--- src/rtl/isp_pkg.sv ---
// rtl/isp_pkg.sv - shared ISP pixel constants and the packed RGB word type
//
// Purpose : colour depth, colour tag codes and the rgb_word_t record passed
//           from the RGB packer into its output FIFO.
// Ports   : none (package)

package isp_pkg;

  localparam int COLOR_DEPTH   = 8;
  localparam int COLOR_BIT_CNT = 2;

  // Colour tag carried alongside each gamma component
  localparam logic [COLOR_BIT_CNT-1:0] COLOR_VOID  = 2'd0;
  localparam logic [COLOR_BIT_CNT-1:0] COLOR_RED   = 2'd1;
  localparam logic [COLOR_BIT_CNT-1:0] COLOR_GREEN = 2'd2;
  localparam logic [COLOR_BIT_CNT-1:0] COLOR_BLUE  = 2'd3;

  typedef struct packed {
    logic [COLOR_DEPTH-1:0] r;
    logic [COLOR_DEPTH-1:0] g;
    logic [COLOR_DEPTH-1:0] b;
    logic                   last_col;
    logic                   last_pic;
  } rgb_word_t;

endpackage

--- src/rtl/rgb_sync_fifo.sv ---
// rtl/rgb_sync_fifo.sv - single-clock FIFO with registered first-word-fall-through head
//
// Purpose : buffers packed words; the head entry is held in a register so it
//           is stable while the sink stalls.
// Ports   : clk, rst (async, active-high)
//           push, push_data  - write side; ignored when full unless popping
//           pop              - read side; consumes head_data when !empty
//           head_data        - current head entry (valid when !empty)
//           full, empty      - occupancy flags

module rgb_sync_fifo #(
  parameter int WIDTH = 26,
  parameter int DEPTH = 16
) (
  input  logic             clk,
  input  logic             rst,
  input  logic             push,
  input  logic [WIDTH-1:0] push_data,
  input  logic             pop,
  output logic [WIDTH-1:0] head_data,
  output logic             full,
  output logic             empty
);

  localparam int AW = $clog2(DEPTH);

  logic [WIDTH-1:0] mem [DEPTH];
  logic [AW:0]      wr_ptr;
  logic [AW:0]      rd_ptr;
  logic [AW:0]      rd_ptr_nxt;
  logic             wr_en;
  logic             rd_en;
  logic             head_load;
  logic [WIDTH-1:0] head_nxt;

  // Extra pointer MSB distinguishes full from empty when the indices match
  assign empty = (wr_ptr == rd_ptr);
  assign full  = (wr_ptr[AW] != rd_ptr[AW]) && (wr_ptr[AW-1:0] == rd_ptr[AW-1:0]);

  // A full FIFO can still take a word when the head leaves in the same cycle
  assign wr_en      = push && (!full || pop);
  assign rd_en      = pop && !empty;
  assign rd_ptr_nxt = rd_ptr + {{AW{1'b0}}, rd_en};

  // Head reloads when it is consumed, or when the first word lands in an
  // empty FIFO. If the next head is being written right now, take it from
  // the write port instead of the (not yet updated) memory.
  always_comb begin
    head_nxt  = mem[rd_ptr_nxt[AW-1:0]];
    head_load = 1'b0;
    if (wr_en && (wr_ptr[AW-1:0] == rd_ptr_nxt[AW-1:0]))
      head_nxt = push_data;
    if (rd_en && (wr_en || (rd_ptr_nxt != wr_ptr)))
      head_load = 1'b1;
    else if (empty && wr_en)
      head_load = 1'b1;
  end

  always_ff @(posedge clk) begin
    if (wr_en)
      mem[wr_ptr[AW-1:0]] <= push_data;
  end

  always_ff @(posedge clk or posedge rst) begin
    if (rst) begin
      wr_ptr    <= '0;
      rd_ptr    <= '0;
      head_data <= '0;
    end else begin
      if (wr_en)
        wr_ptr <= wr_ptr + 1'b1;
      rd_ptr <= rd_ptr_nxt;
      if (head_load)
        head_data <= head_nxt;
    end
  end

endmodule

--- src/rtl/rgb_out_packer.sv ---
// rtl/rgb_out_packer.sv - packs R,G,B gamma components into RGB words behind a valid/ready FIFO
//
// Purpose : collects one colour component per cycle (R,G,B order) into a
//           packed {R,G,B} word, queues it and presents it to the host/DMA.
//           Order violations and FIFO overflow raise sticky flags; nothing
//           is ever stalled upstream.
// Ports   : clk, rst (async, active-high)
//           pixel_in, valid_in, color_in     - component stream from gamma
//           last_col_in, last_pic_in         - end markers, taken with BLUE
//           err_clr                          - clears seq_err / ovf_err
//           rgb_out, rgb_valid, rgb_ready    - packed word handshake
//           last_col_out, last_pic_out       - end markers of the head word
//           seq_err, ovf_err                 - sticky fault flags
//           pix_cnt, frame_cnt               - only with RGB_PACKER_STATS_EN
// Config  : define RGB_PACKER_STATS_EN to build the pixel/frame counters.

module rgb_out_packer
  import isp_pkg::*;
#(
  parameter int FIFO_DEPTH = 16,
  parameter int CNT_W      = 24
) (
  input  logic                       clk,
  input  logic                       rst,
  input  logic [COLOR_DEPTH-1:0]     pixel_in,
  input  logic                       valid_in,
  input  logic [COLOR_BIT_CNT-1:0]   color_in,
  input  logic                       last_col_in,
  input  logic                       last_pic_in,
  input  logic                       err_clr,
  output logic [3*COLOR_DEPTH-1:0]   rgb_out,
  output logic                       rgb_valid,
  input  logic                       rgb_ready,
  output logic                       last_col_out,
  output logic                       last_pic_out,
  output logic                       seq_err,
  output logic                       ovf_err
`ifdef RGB_PACKER_STATS_EN
  ,
  output logic [CNT_W-1:0]           pix_cnt,
  output logic [CNT_W-1:0]           frame_cnt
`endif
);

  typedef enum logic [1:0] {S_R, S_G, S_B} state_e;

  state_e                 state;
  logic [COLOR_DEPTH-1:0] r_q;
  logic [COLOR_DEPTH-1:0] g_q;
  logic                   push;
  logic                   pop;
  logic                   seq_set;
  logic                   ovf_set;
  logic                   fifo_full;
  logic                   fifo_empty;
  rgb_word_t              push_word;
  rgb_word_t              head_word;

  wire is_red   = valid_in && (color_in == COLOR_RED);
  wire is_green = valid_in && (color_in == COLOR_GREEN);
  wire is_blue  = valid_in && (color_in == COLOR_BLUE);

  // Push straight from the BLUE cycle so the word is in the FIFO one clock later
  assign push      = is_blue && (state == S_B);
  assign push_word = '{r: r_q, g: g_q, b: pixel_in,
                       last_col: last_col_in, last_pic: last_pic_in};
  assign pop       = rgb_valid && rgb_ready;
  assign ovf_set   = push && fifo_full && !pop;

  // Any valid non-VOID component that is not the expected one is an order fault
  always_comb begin
    seq_set = 1'b0;
    case (state)
      S_R:     seq_set = is_green || is_blue;
      S_G:     seq_set = is_red   || is_blue;
      S_B:     seq_set = is_red   || is_green;
      default: seq_set = 1'b0;
    endcase
  end

  always_ff @(posedge clk or posedge rst) begin
    if (rst) begin
      state   <= S_R;
      r_q     <= '0;
      g_q     <= '0;
      seq_err <= 1'b0;
      ovf_err <= 1'b0;
    end else begin
      // A stray RED always restarts a pixel; other faults fall back to S_R
      case (state)
        S_R: begin
          if (is_red) begin
            r_q   <= pixel_in;
            state <= S_G;
          end
        end
        S_G: begin
          if (is_red) begin
            r_q   <= pixel_in;
            state <= S_G;
          end else if (is_green) begin
            g_q   <= pixel_in;
            state <= S_B;
          end else if (is_blue) begin
            state <= S_R;
          end
        end
        S_B: begin
          if (is_red) begin
            r_q   <= pixel_in;
            state <= S_G;
          end else if (is_green || is_blue) begin
            state <= S_R;
          end
        end
        default: state <= S_R;
      endcase

      // Clear wins over a coincident set; that event is not re-flagged
      if (err_clr)
        seq_err <= 1'b0;
      else if (seq_set)
        seq_err <= 1'b1;

      if (err_clr)
        ovf_err <= 1'b0;
      else if (ovf_set)
        ovf_err <= 1'b1;
    end
  end

  rgb_sync_fifo #(
    .WIDTH ($bits(rgb_word_t)),
    .DEPTH (FIFO_DEPTH)
  ) u_fifo (
    .clk       (clk),
    .rst       (rst),
    .push      (push),
    .push_data (push_word),
    .pop       (pop),
    .head_data (head_word),
    .full      (fifo_full),
    .empty     (fifo_empty)
  );

  assign rgb_valid    = !fifo_empty;
  assign rgb_out      = {head_word.r, head_word.g, head_word.b};
  assign last_col_out = head_word.last_col;
  assign last_pic_out = head_word.last_pic;

`ifdef RGB_PACKER_STATS_EN
  // pix_cnt counts words within the current frame; the closing word resets it
  always_ff @(posedge clk or posedge rst) begin
    if (rst) begin
      pix_cnt   <= '0;
      frame_cnt <= '0;
    end else if (pop) begin
      if (last_pic_out) begin
        pix_cnt   <= '0;
        frame_cnt <= frame_cnt + 1'b1;
      end else begin
        pix_cnt   <= pix_cnt + 1'b1;
      end
    end
  end
`else
  // Counters are not built in this configuration
`endif

endmodule
--- config.mk ---
export PLATFORM = sky130hd
export DESIGN_NAME = rgb_out_packer
export DESIGN_NICKNAME = d
export VERILOG_FILES = /design/src/rtl/isp_pkg.sv /design/src/rtl/rgb_sync_fifo.sv /design/src/rtl/rgb_out_packer.sv
export SDC_FILE = /design/constraint.sdc
export NUM_CORES = 1
export LEC_CHECK = 0
export ABC_AREA = 0
export ABC_CLOCK_PERIOD_IN_PS = 4900
export BUFFER_PORTS_ARGS = -buffer_cell sky130_fd_sc_hd__buf_2
export CAP_MARGIN = 20
export CORE_MARGIN = 2
export CORE_UTILIZATION = 62
export DETAILED_ROUTE_END_ITERATION = 8
export PLACE_DENSITY = 0.88
export SYNTH_ARGS = -nofsm -noshare
export SYNTH_HDL_FRONTEND = slang
export SYNTH_SLANG_ARGS = --single-unit
export TNS_END_PERCENT = 30
--- constraint.sdc ---
create_clock -name clk -period 4.9 [get_ports clk]
set_clock_uncertainty 0.2 [all_clocks]
set_input_delay 0.735 -clock clk [delete_from_list [all_inputs] [get_ports clk]]
set_output_delay 0.735 -clock clk [all_outputs]
set_load 0.005 [all_outputs]
==> Flow_metrics.wiki <==
{| class="wikitable"
! Metric !! Value
|-
| Routed WL || 44,630 um
|-
| Power per cell area || 624.0 mW/mm^2
|-
| Synthesized Nets || 919
|-
| GRT Resource Usage Total || 0.2971
|-
| Antenna violations before repair || 0
|-
| Final hold violation count || 0
|-
| Postcts setup bufs || 0
|-
| Met3 track demand over resource in global routing || 0.05606
|-
| Share of cells above drive strength 1 || 0.2900
|-
| First drt pass iteration count || 6
|-
| Growth of design area from synthesis to finish || 13.01%
|-
| Worst vdd ir || 0.0005170 V
|-
| Cts repair resizes || 0
|-
| Crit path DAT || 4280 ps
|-
| Final min period || 4032 ps
|-
| Slack of the worst reg-to-reg path || 870 ps
|-
| Area fraction of the dominant cell type after synthesis || 0.6835
|-
| Total vias in the final route || 9,746
|-
| Per-instance average area after synthesis || 20.49 um^2
|-
| CP endpoint kind || flop
|-
| TritonCTS Sinks || 472
|-
| Final Setup Violations || 0
|-
| Largest delay share family, worst path || simple AND/OR/NAND/NOR gates
|-
| Result of the run || completed
|-
| Diode count || 0
|-
| Count of max-cap constraint violations || 0
|-
| Library cell contributing the largest single delay on the critical path || buf_4
|-
| Setup Crit Path Kind || reg2reg
|-
| Path depth of the worst reg2reg path || 13
|-
| Top cell type by total area after synthesis || edfxtp_1
|-
| Highest-utilization routing layer at the global route stage || met2
|-
| Combined area of the multi-input logic cells || 0.004258 mm^2
|-
| Top achievable clock speed || 248.0 MHz
|-
| Capture instance of the worst register-to-register path || u_fifo.head_data[17]
|-
| Reg clk slew, reported paths || 60 ps
|-
| Max Root-Sink Buffers || 3
|-
| Critical path startpoint category || flop
|-
| CTS HTree Levels || 2
|-
| TritonCTS clock tree || done
|-
| Root buffer selected by CTS || clkbuf_16
|-
| Average via count per standard cell || 7.006
|-
| Relative slew slack || 0.4420
|-
| Register bit total from synthesis || 472
|-
| GRT overflow || 0
|-
| Die X-Extent || 175.7 um
|-
| Number of DRC violations after detailed-routing iteration 0 || 1,247
|-
| Worst path cell trace || xor2_2 > nor4_4 > nand2_1 > and2_1 > ha_4 > ha_4 > xnor2_1 > xnor2_1 > and4_1 > a311oi_4 > buf_4 > nor2_1 > a31oi_1
|-
| Latest clock arrival within the worst-skew pair || 550 ps
|-
| Pin count of the biggest net entering global routing || 67
|-
| Top cells by area in the synthesized netlist || edfxtp_1 68%, mux4_2 13%, dfrtp_1 7.7%
|-
| Hpwl dp || 22,510 um
|-
| Final setup TNS || 0 ps
|-
| Maximum fanout along the worst path || 52
|-
| Ports placed on the boundary || 46
|-
| Highest-count cells in the layout ignoring fill and taps || 416 x edfxtp_1, 104 x mux4_2, 56 x dfrtp_1
|-
| FF/Latch Area || 0.01389 mm^2
|-
| Worst Max-Slew Pin Slew || 835.0 ps
|-
| Die Area || 0.03087 mm^2
|-
| Average wire per standard cell || 32.09 um
|-
| Post-synthesis sequential area ratio || 0.7602
|-
| Met2 layer usage reported by global route || 0.4989
|-
| Fraction of met1 tracks used by global routing || 0.3889
|-
| Final estimated routing congestion in global placement || 0.8059
|-
| Worst min-delay path category || in2async
|-
| Die Y || 175.7 um
|-
| Global-route wire length before repair || 65,240 um
|-
| Placeable core region || 0.02886 mm^2
|-
| Count of buffer and inverter cells on the critical path || 1
|-
| Max Slew Vio Count || 0
|-
| Maximum single-stage delay on the critical path || 600 ps
|-
| Number of global-route vias before repair || 10.18k
|-
| Number of clock buffers inserted by TritonCTS || 45
|-
| Effective utilization at floorplan || 0.6333
|-
| Combined area of all synthesized cells || 0.01828 mm^2
|-
| # port buffers || 45
|-
| Number of nets with antenna violations after detailed routing || 0
|-
| Synth Instances || 892
|-
| Row count || 62
|-
| Worst-case hold slack || 119.0 ps
|-
| Fill cells || 1,620
|-
| Post-synth cell types || 33
|-
| Number of buffers inserted for hold repair after clock tree synthesis || 0
|-
| Req. time, crit path || 5150 ps
|-
| Total power of the final layout || 12.89 mW
|-
| Post-route clock period utilization || 0.8228
|-
| Count of yosys warnings during synthesis || 0
|-
| Static leakage || 6.821 nW
|-
| Most frequent standard cell in the layout excluding fill and tap cells || edfxtp_1
|-
| Utilization after layout || 0.7157
|-
| DRC violation count after routing || 0
|-
| Reg-to-reg startpoint || u_fifo.wr_ptr[3]
|-
| Post-layout nets || 997
|-
| Setup repair after global routing missed its margin || no
|}
==> final cells by class <==
cell class              count  share of cell area
clock buffers              63             0.06022
clock inverters            21             0.01109
inverters                  11            0.001999
multi-input cells         364              0.2062
flip-flops and latches    472              0.6727
well taps                 384             0.02326
repair buffers             76             0.02460
==> synth_stat cells <==
| master | number |
|---|---|
| a21oi_2 | 2 |
| a22o_1 | 53 |
| a311oi_4 | 1 |
| a31oi_1 | 27 |
| and2_1 | 2 |
| and3_1 | 2 |
| and4_1 | 1 |
| buf_2 | 21 |
| buf_4 | 1 |
| buf_6 | 4 |
| clkbuf_1 | 19 |
| dfrtp_1 | 56 |
| edfxtp_1 | 416 |
| ha_1 | 10 |
| inv_1 | 11 |
| mux2_2 | 16 |
| mux2i_1 | 2 |
| mux4_2 | 104 |
| nand2_1 | 38 |
| nand2b_1 | 1 |
| nand3_1 | 1 |
| nand4_1 | 2 |
| nand4b_1 | 1 |
| nor2_1 | 45 |
| nor3_1 | 4 |
| nor4_4 | 1 |
| nor4b_2 | 1 |
| o21ai_0 | 30 |
| o21ba_2 | 1 |
| o32ai_1 | 1 |
| xnor2_1 | 13 |
| xor2_1 | 4 |
| xor2_2 | 1 |
==> power by group <==
part / internal (mW) / leakage, nW / switching (mW)
sequential: 4.82 / 4.40 / 0.403
clock: 2.00 / 0.724 / 1.49
combinational: 2.01 / 1.69 / 2.17
==> worst max path at each step <==
stage	from	endpoint	slack, ps	depth (start not counted)
6_report	u_fifo.wr_ptr[3]	u_fifo.head_data[17]	870	13
5_1_grt	u_fifo.wr_ptr[3]	u_fifo.head_data[6]	700	13
4_1_cts	u_fifo.wr_ptr[3]	u_fifo.head_data[13]	870	10
3_5_place_dp	u_fifo.wr_ptr[3]	u_fifo.head_data[21]	920	12
3_3_place_gp	u_fifo.wr_ptr[3]	u_fifo.head_data[17]	1110	10
2_1_floorplan	color_in[1]	u_fifo.mem[3][0]	730	5
==> through the flow <==
step | instance area [um^2] | setup WS (ps) | instances
after CTS | 20650 | 874.6 | 1391
after floorplan | 18280 | 725.7 | 892
final | 20650 | 868.1 | 1391
after global routing | 20650 | 702.3 | 1391
after detailed placement | 19180 | 918.7 | 1307
after global placement | 19180 | 1108 | 1307
==> cell families (layout without fill, tap and decap cells) <==
family / count (synthesis) / in the layout / share of synthesized area
adder cells (fa/ha/maj): 10 / 10 / 0.006846
flip-flops: 472 / 472 / 0.7602
AO/OA/AOI/OAI: 115 / 115 / 0.04628
AND/OR/NAND/NOR: 99 / 99 / 0.02376
buffers and inverters: 56 / 171 / 0.01479
multiplexers: 122 / 122 / 0.1391
XOR/XNOR: 18 / 18 / 0.009037
==> worst register-to-register path: stages, from the launching register on <==
cell	delay, ps
dfrtp_1	580
xor2_2	170
nor4_4	420
nand2_1	110
and2_1	200
ha_4	170
ha_4	160
xnor2_1	410
xnor2_1	120
and4_1	250
a311oi_4	200
buf_4	600
nor2_1	120
a31oi_1	220
==> flip-flops by register name, summed over array words and instances, names as in the netlist <==
| name | flops |
|---|---|
| g_q | 8 |
| u_fifo.rd_ptr | 5 |
| ovf_err | 1 |
| r_q | 8 |
| state | 2 |
| u_fifo.mem | 416 |
| u_fifo.head_data | 26 |
| u_fifo.wr_ptr | 5 |
| seq_err | 1 |
==> per-layer routing <==
metal | share of wire | routed length (um) | vias to the layer above
met4 | 0.041 | 1830 | 0
met2 | 0.51 | 22830 | 744
met3 | 0.11 | 4783 | 156
met1 | 0.34 | 15190 | 5035
li1 | - | - | 3811
met5 | 0 | 0 | -
(Power assumes the default switching activity.)
